--- src/rtl/click_pkg.sv ---
// Shared types and constants for the click-style 2-phase handshake blocks.
package click_pkg;

  typedef logic phase_t;

  typedef enum logic {
    IDLE,
    WAIT
  } fork_state_t;

  localparam int TOKCNT_W     = 16;
  localparam int MAX_CHANNELS = 8;

endpackage

--- src/rtl/click_sync.sv ---
// Multi-bit flop-chain synchroniser for 2-phase handshake lines.
// STAGES = 0 degenerates to a straight wire.
module click_sync
  import click_pkg::*;
#(
  parameter int     W          = 1,
  parameter int     STAGES     = 2,
  parameter phase_t PHASE_INIT = 1'b0
) (
  input  logic         clk,
  input  logic         rst,
  input  logic [W-1:0] d,
  output logic [W-1:0] q
);

  generate
    if (STAGES == 0) begin : g_bypass
      logic sync_unused;
      assign sync_unused = ^{clk, rst};
      assign q = d;
    end else begin : g_chain
      logic [W-1:0] stage [STAGES];

      // Each line is an independent 2-phase event wire, so per-bit sync is safe.
      always_ff @(posedge clk or posedge rst) begin
        if (rst) begin
          for (int i = 0; i < STAGES; i++) begin
            stage[i] <= {W{PHASE_INIT}};
          end
        end else begin
          stage[0] <= d;
          for (int i = 1; i < STAGES; i++) begin
            stage[i] <= stage[i-1];
          end
        end
      end

      assign q = stage[STAGES-1];
    end
  endgenerate

endmodule

--- src/rtl/click_fork_n.sv ---
// 2-phase fork: one producer token is broadcast to the channels selected by
// in_sel, and acknowledged upstream once every selected channel has answered.
module click_fork_n
  import click_pkg::*;
#(
  parameter int     N           = 2,
  parameter int     DW          = 8,
  parameter phase_t PHASE_INIT  = 1'b0,
  parameter int     SYNC_STAGES = 2
) (
  input  logic                clk,
  input  logic                rst,
  input  logic                in_req,
  input  logic [DW-1:0]       in_data,
  input  logic [N-1:0]        in_sel,
  output logic                in_ack,
  output logic [N-1:0]        out_req,
  output logic [DW-1:0]       out_data,
  input  logic [N-1:0]        out_ack,
  output logic                busy,
  output logic [TOKCNT_W-1:0] tok_cnt
);

  fork_state_t         state, state_nx;
  phase_t              in_ack_q, in_ack_nx;
  logic [N-1:0]        out_req_q, out_req_nx;
  logic [N-1:0]        sel_q, sel_nx;
  logic [DW-1:0]       out_data_q, out_data_nx;
  logic [TOKCNT_W-1:0] tok_cnt_q, tok_cnt_nx;

  logic                in_req_s;
  logic [N-1:0]        out_ack_s;
  logic                pending;
  logic                done;

  click_sync #(.W(1), .STAGES(SYNC_STAGES), .PHASE_INIT(PHASE_INIT)) u_sync_req (
    .clk (clk),
    .rst (rst),
    .d   (in_req),
    .q   (in_req_s)
  );

  click_sync #(.W(N), .STAGES(SYNC_STAGES), .PHASE_INIT(PHASE_INIT)) u_sync_ack (
    .clk (clk),
    .rst (rst),
    .d   (out_ack),
    .q   (out_ack_s)
  );

  assign pending = (in_req_s != in_ack_q);
  // Unselected channels are forced true so stray acks there cannot matter.
  assign done    = &((out_ack_s ~^ out_req_q) | ~sel_q);

  always_ff @(posedge clk or posedge rst) begin
    if (rst) begin
      state      <= IDLE;
      in_ack_q   <= PHASE_INIT;
      out_req_q  <= {N{PHASE_INIT}};
      sel_q      <= '0;
      out_data_q <= '0;
      tok_cnt_q  <= '0;
    end else begin
      state      <= state_nx;
      in_ack_q   <= in_ack_nx;
      out_req_q  <= out_req_nx;
      sel_q      <= sel_nx;
      out_data_q <= out_data_nx;
      tok_cnt_q  <= tok_cnt_nx;
    end
  end

  always_comb begin
    state_nx    = state;
    in_ack_nx   = in_ack_q;
    out_req_nx  = out_req_q;
    sel_nx      = sel_q;
    out_data_nx = out_data_q;
    tok_cnt_nx  = tok_cnt_q;
    unique case (state)
      IDLE: begin
        if (pending) begin
          if (in_sel != '0) begin
            out_data_nx = in_data;
            sel_nx      = in_sel;
            out_req_nx  = out_req_q ^ in_sel;
            state_nx    = WAIT;
          end else begin
            // Empty mask: the token is consumed without touching any channel.
            in_ack_nx  = ~in_ack_q;
            tok_cnt_nx = tok_cnt_q + TOKCNT_W'(1);
          end
        end
      end
      WAIT: begin
        if (done) begin
          in_ack_nx  = ~in_ack_q;
          tok_cnt_nx = tok_cnt_q + TOKCNT_W'(1);
          state_nx   = IDLE;
        end
      end
      default: state_nx = IDLE;
    endcase
  end

  assign in_ack   = in_ack_q;
  assign out_req  = out_req_q;
  assign out_data = out_data_q;
  assign tok_cnt  = tok_cnt_q;
  assign busy     = (state == WAIT);

endmodule

--- config.mk ---
export PLATFORM = sky130hd
export DESIGN_NAME = click_fork_n
export DESIGN_NICKNAME = d
export VERILOG_FILES = /design/src/rtl/click_pkg.sv /design/src/rtl/click_sync.sv /design/src/rtl/click_fork_n.sv
export SDC_FILE = /design/constraint.sdc
export NUM_CORES = 1
export LEC_CHECK = 0
export CORE_UTILIZATION = 47
export CTS_CLUSTER_SIZE = 8
export DETAILED_ROUTE_END_ITERATION = 16
export PLACE_DENSITY = 0.78
export SYNTH_ARGS = -nofsm -noshare
export SYNTH_HDL_FRONTEND = slang
export SYNTH_SLANG_ARGS = --single-unit
--- constraint.sdc ---
create_clock -name clk -period 2.2 [get_ports clk]
set_input_delay 0.55 -clock clk [delete_from_list [all_inputs] [get_ports clk]]
set_output_delay 0.55 -clock clk [all_outputs]
set_load 0.02 [all_outputs]
==> results_dict.tcl <==
set metrics [dict create \
    status "complete, no violations" \
    relSlewSlack 0.491 \
    dpl.hpwl_um 2080 \
    slew_violations 0 \
    min_period_ns 2.00 \
    gr-total-overflow 0 \
    numCtsBuffers 5 \
    max-cap-violations 0 \
    drc_errors 0 \
    clk_path_buf_depth 2 \
    grt_max_degree 37 \
    cts_tree "done" \
    postRouteAntennaNets 0 \
    synth_area_mm2 0.00158 \
    ir_drop_v 0.000813 \
    setup_viol 0 \
    drt-total-wl_um 2930 \
    die_w_um 59.9 \
    core_mm2 0.00313 \
    arrival_ns 1.45 \
    clk_pin_slew_ns 0.11 \
    placed_area_mm2 0.00204 \
    wl_per_cell_um 13.9 \
    powerDensity_mw_per_mm2 1530 \
    synthToLayoutAreaGrowth_pct 35.1 \
    skew_ns 0.00880 \
    viasPerCell 5.07 \
    syn_nets 135 \
    gp_congestion 0.787 \
    max_freq_mhz 499 \
    vias 1070 \
    startpoint_type "flop" \
    cts_resized 0 \
    seq_area_frac_synth 0.571 \
    finalInstanceArea_mm2 0.00213 \
    grt_pass1_vias 1078 \
    yosysTopAreaCellShare 0.571 \
    nets 182 \
    drive_gt1_frac 0.174 \
    die_h_um 59.9 \
    clk_latency_ns 0.35 \
    clkSinkCount 36 \
    synth-compound-area-share 0.0349 \
    max_slew.worst_pin.slew_ns 0.764 \
    layout_common_cells "clkdlybuf4s50_1 (42), dfrtp_1 (36), xor2_1 (16), nand2_1 (10), mux2_2 (9)" \
    worst_ep_required_time_ns 1.65 \
    cp_num_buf_inv 1 \
    synthAdderAreaFrac 0.00793 \
    critical_path_cell_count 1 \
    ys_top_cells_by_area "dfrtp_1 (57%), xor2_1 (8.9%), mux2_2 (6.4%)" \
    hold_class "reg -> reg" \
    grt.total_usage 0.188 \
    cts_hold_buf 0 \
    synth_mux_area_frac 0.0642 \
    htree_levels 2 \
    dr.pass1.iters 4 \
    path_cells "clkdlybuf4s50_1" \
    endpoint_kind "primary output" \
    port_buffers 42 \
    min_delay_path_depth 0 \
    r2r_cells 5 \
    critPathKind "reg -> out" \
    post_cts_buffers 0 \
    p_leak_nw 0.846 \
    synthCells 119 \
    start_util 0.504 \
    crit_slowest_cell "clkdlybuf4s50_1" \
    synth_edf_count 0 \
    synth_top_family_by_area "simple AND/OR/NAND/NOR gates" \
    clockRootBuffer "clkbuf_4" \
    rsz0062_at_grt "no" \
    synth_cell_types 25 \
    layout_commonest_cell "clkdlybuf4s50_1" \
    ys_ff_latch 36 \
    grt_pass1_wl_um 4780 \
    yosysTopAreaCell "dfrtp_1" \
    yosys.area_share.simple 0.170 \
    hold_viol 0 \
    synthArstFlopShare 1.00 \
    period_share 0.910 \
    synth-xor-area-share 0.117 \
    cp_max_fo 6 \
    fill_cells 251 \
    synthFlopType "dfrtp_1" \
    avgSynthCellArea_um2 13.3 \
    first_iter_violations 36 \
    synth_warnings 0 \
    die-area_mm2 0.00359 \
    antenna_found_initial 0 \
    rows 20 \
    ios 43 \
    diodes 0 \
    cpPeakStageDelay_ns 0.64 \
    critPathTopFamily "buffers and inverters" \
    tns_ns 0 \
]
## kinds of logic (layout without fill, tap and decap cells)
| logic type | after synthesis | after routing |
|---|---|---|
| compound gates | 4 | 4 |
| xor+xnor | 21 | 21 |
| fa+ha+maj | 1 | 1 |
| buf+inv | 9 | 57 |
| flops | 36 | 36 |
| mux | 9 | 9 |
| simple gates | 39 | 39 |
## layer usage
metal	up-vias	wire length, µm	track usage
met5	-	0	0
met4	0	49	0.0797
met2	33	1430	0.314
met1	523	1300	0.217
met3	6	150	0.0671
li1	508	-	-
## final cells by class
cell class | count | area (µm²) | area share
Clock buffer | 7 | 65.1 | 0.0305
Inverter | 4 | 15.0 | 0.00705
Sequential cell | 36 | 901 | 0.423
Timing Repair Buffer | 45 | 443 | 0.208
Clock inverter | 1 | 30.0 | 0.0141
Tap cell | 44 | 55.1 | 0.0258
Multi-Input combinational cell | 74 | 622 | 0.292
## registers in the layout, indices dropped and copies added, names as in the netlist, 2 cells and up
| name | cells |
|---|---|
| tok_cnt | 16 |
| u_sync_ack.g_chain.stage | 2 |
| out_req | 2 |
| out_data | 8 |
| u_sync_ack.q | 2 |
| sel_q | 2 |
## path summary, 6_finish.rpt
path	from	slack, ns	end
setup reg to reg	out_req[1]	0.39	tok_cnt[0]
hold reg to reg	u_sync_ack.g_chain.stage[3]	0.36	u_sync_ack.q[1]
max in group asynchronous	rst	1.29	out_data[6]
hold / removal	u_sync_ack.g_chain.stage[3]	0.36	u_sync_ack.q[1]
setup / recovery	tok_cnt[6]	0.20	tok_cnt[6]
min in group asynchronous	rst	0.59	tok_cnt[11]
## stage by stage
stage | cells | worst slack, ns | hold slack (ns) | power, mW | util
floorplan | 119 | 0.480 | 0.331 | 2.12 | -
global placement | 203 | 0.105 | 0.334 | 2.70 | 0.651
detailed placement | 203 | 0.0216 | 0.338 | 2.75 | 0.651
CTS | 211 | 0.177 | 0.363 | 3.29 | 0.681
global route | 211 | 0.122 | 0.369 | 3.44 | 0.681
finish | 211 | 0.198 | 0.360 | 3.25 | 0.681
## cells in the mapped netlist, drive strengths merged (4+ instances only)
master and instances:
buf 4, dfrtp 36, inv 4, mux2 9, nand2 10, nand4 4
nor3 4, nor4 6, nor4b 4, xnor2 5, xor2 16
## report_power, final
part | internal, mW | total [mW] | switching [mW]
clock | 0.302 | 0.522 | 0.220
sequential | 0.921 | 1.16 | 0.240
combinational | 0.769 | 1.57 | 0.800
No activity file was read; power rests on OpenSTA's default activity.
==> patch (same settings) <==
`PHASE_INIT` is set to 1'b0 in 2 places; all go to 1'b1.
--- a/src/rtl/click_sync.sv
+++ b/src/rtl/click_sync.sv
@@ -7,3 +7,3 @@
   parameter int     STAGES     = 2,
-  parameter phase_t PHASE_INIT = 1'b0
+  parameter phase_t PHASE_INIT = 1'b1
 ) (
--- a/src/rtl/click_fork_n.sv
+++ b/src/rtl/click_fork_n.sv
@@ -7,3 +7,3 @@
   parameter int     DW          = 8,
-  parameter phase_t PHASE_INIT  = 1'b0,
+  parameter phase_t PHASE_INIT  = 1'b1,
   parameter int     SYNC_STAGES = 2
Function: changed (a bounded check fails within 4 cycles, from zero or initial values and one cycle with rst high).
==> patch against the original RTL <==
Design area down 0.70%. Sequential cell count unchanged. Worst setup slack worse by 0.11 ns. Non-clock buffer count up 1. Power down 3.1%. Routed wire length up 7.3%. Synthesized area up 0.71%. Critical path type unchanged.
==> patch: results (changes against the original RTL) <==
- Non-Filler Instances: 212 (+0.47%)
- RePlAce Congestion: 0.7877 (+0.13%)
- Syn nets: 135 (unchanged)
- Top cells by count, synth: 27 x dfrtp_1, 16 x xor2_1, 10 x nand2_1
- DIE AREA: 3617 µm² (+0.69%)
- WL per Instance: 14.83 µm (+6.8%)
- Kind of critical path: flip-flop to output pin
- R2r startpoint: out_req[1]
- Arrival time at the worst endpoint: 1.56 ns (+0.11 ns)
- Worst relative slew slack: 47.79% (-1.3 points)
- Min-Delay Endpoint: u_sync_req.q
- Register-to-Register Path Depth: 5 (unchanged)
- Nets: 183 (+0.55%)
- Crit-path max FO: 3 (-3)
- Invs w/o clock: 4 (unchanged)
- ClkCell Share: 2.898% (-1.6 points)
- Hold WS: 0.3614 ns (+0.001372 ns)
- Place WS: 0.05489 ns (+0.03329 ns)
- Sequential element share of the synthesized area: 57.40% (+0.30 points)
- Post-DR vias/cell: 5.127 (+1.1%)
- Vias in the first global route: 1079 (+0.093%)
- Seq cells: 36 (unchanged)
- Post-CTS Setup Inserts: 0 (unchanged)
- Global-route wire length before repair: 5023 µm (+5.1%)
- Synth top area share: 42.52% (-15 points)
- Placed Instance Area: 2054 µm² (+0.92%)
- Worst Skew: 0.004778 ns (-0.004023 ns)
- Layout cells sized above 1: 23.21% (+5.8 points)
- Fill cells: 244 (-2.8%)
- Status: completed
- Final core utilization: 67.64% (-0.48 points)
- Critical path endpoint: out_req[1]
- Hold path start: u_sync_req.g_chain.stage[1]
- Hpwl dp: 2246 µm (+8.2%)
- Initial DRC Count: 21 (-42%)
- Slowest-stage cell, CP: clkdlybuf4s50_1
- Clock buffers: 6 (-1)
- Worst-Skew Late Latency: 0.35 ns (about the same)
- Sequential fraction of total cell area: 43.11% (+0.83 points)
- Non-clock buffering overhead: 21.29% (+0.50 points)
- Worst IR Drop VDD: 0.7565 mV (-6.9%)
- GRT Resource Usage Total: 19.98% (+1.2 points)
- Mapped Avg Cell Area: 13.35 µm² (+0.71%)
- P_leak: 0.8277 nW (-2.2%)
- Count of cell types in the netlist: 26 (+4.0%)
- Placed cell count: 204 (+0.49%)
- Cts bufs inserted: 5 (unchanged)
- Main area contributors after synthesis: dfrtp_1 43%, dfstp_2 15%, xor2_1 8.8%
-- patch: changes by cell type in the layout (fill, tap and decap cells not counted), sizes merged --
cell	unedited run	this run
buf	3	4
bufinv	1	0
dfstp	0	9
clkinv	0	2
clkbuf	7	6
dfrtp	36	27
-- patch: kinds of logic after synthesis --
kind of cell	Yosys count	synth area share [%]
xor gates and xnor gates	21	11.57
and+or+nand+nor	39	16.93
muxes	9	6.378
AOI/OAI and AO/OA	4	3.465
DFF	36	57.40
buffers and inverters	9	3.464
adders and majority gates	1	0.7873
-- patch: where the power goes --
group / total, mW / internal [mW] / switching [mW]
clock: 0.373 / 0.152 / 0.221
sequential: 1.19 / 0.948 / 0.238
combinational: 1.59 / 0.778 / 0.813
total: 3.15 / 1.88 / 1.27
-- patch: layer usage --
metal  GRT usage [%]  share of wire (%)
met1           23.67                 41
met2           31.87                 51
met3           8.225                6.1
met4           8.306                1.4
met5               0                  0
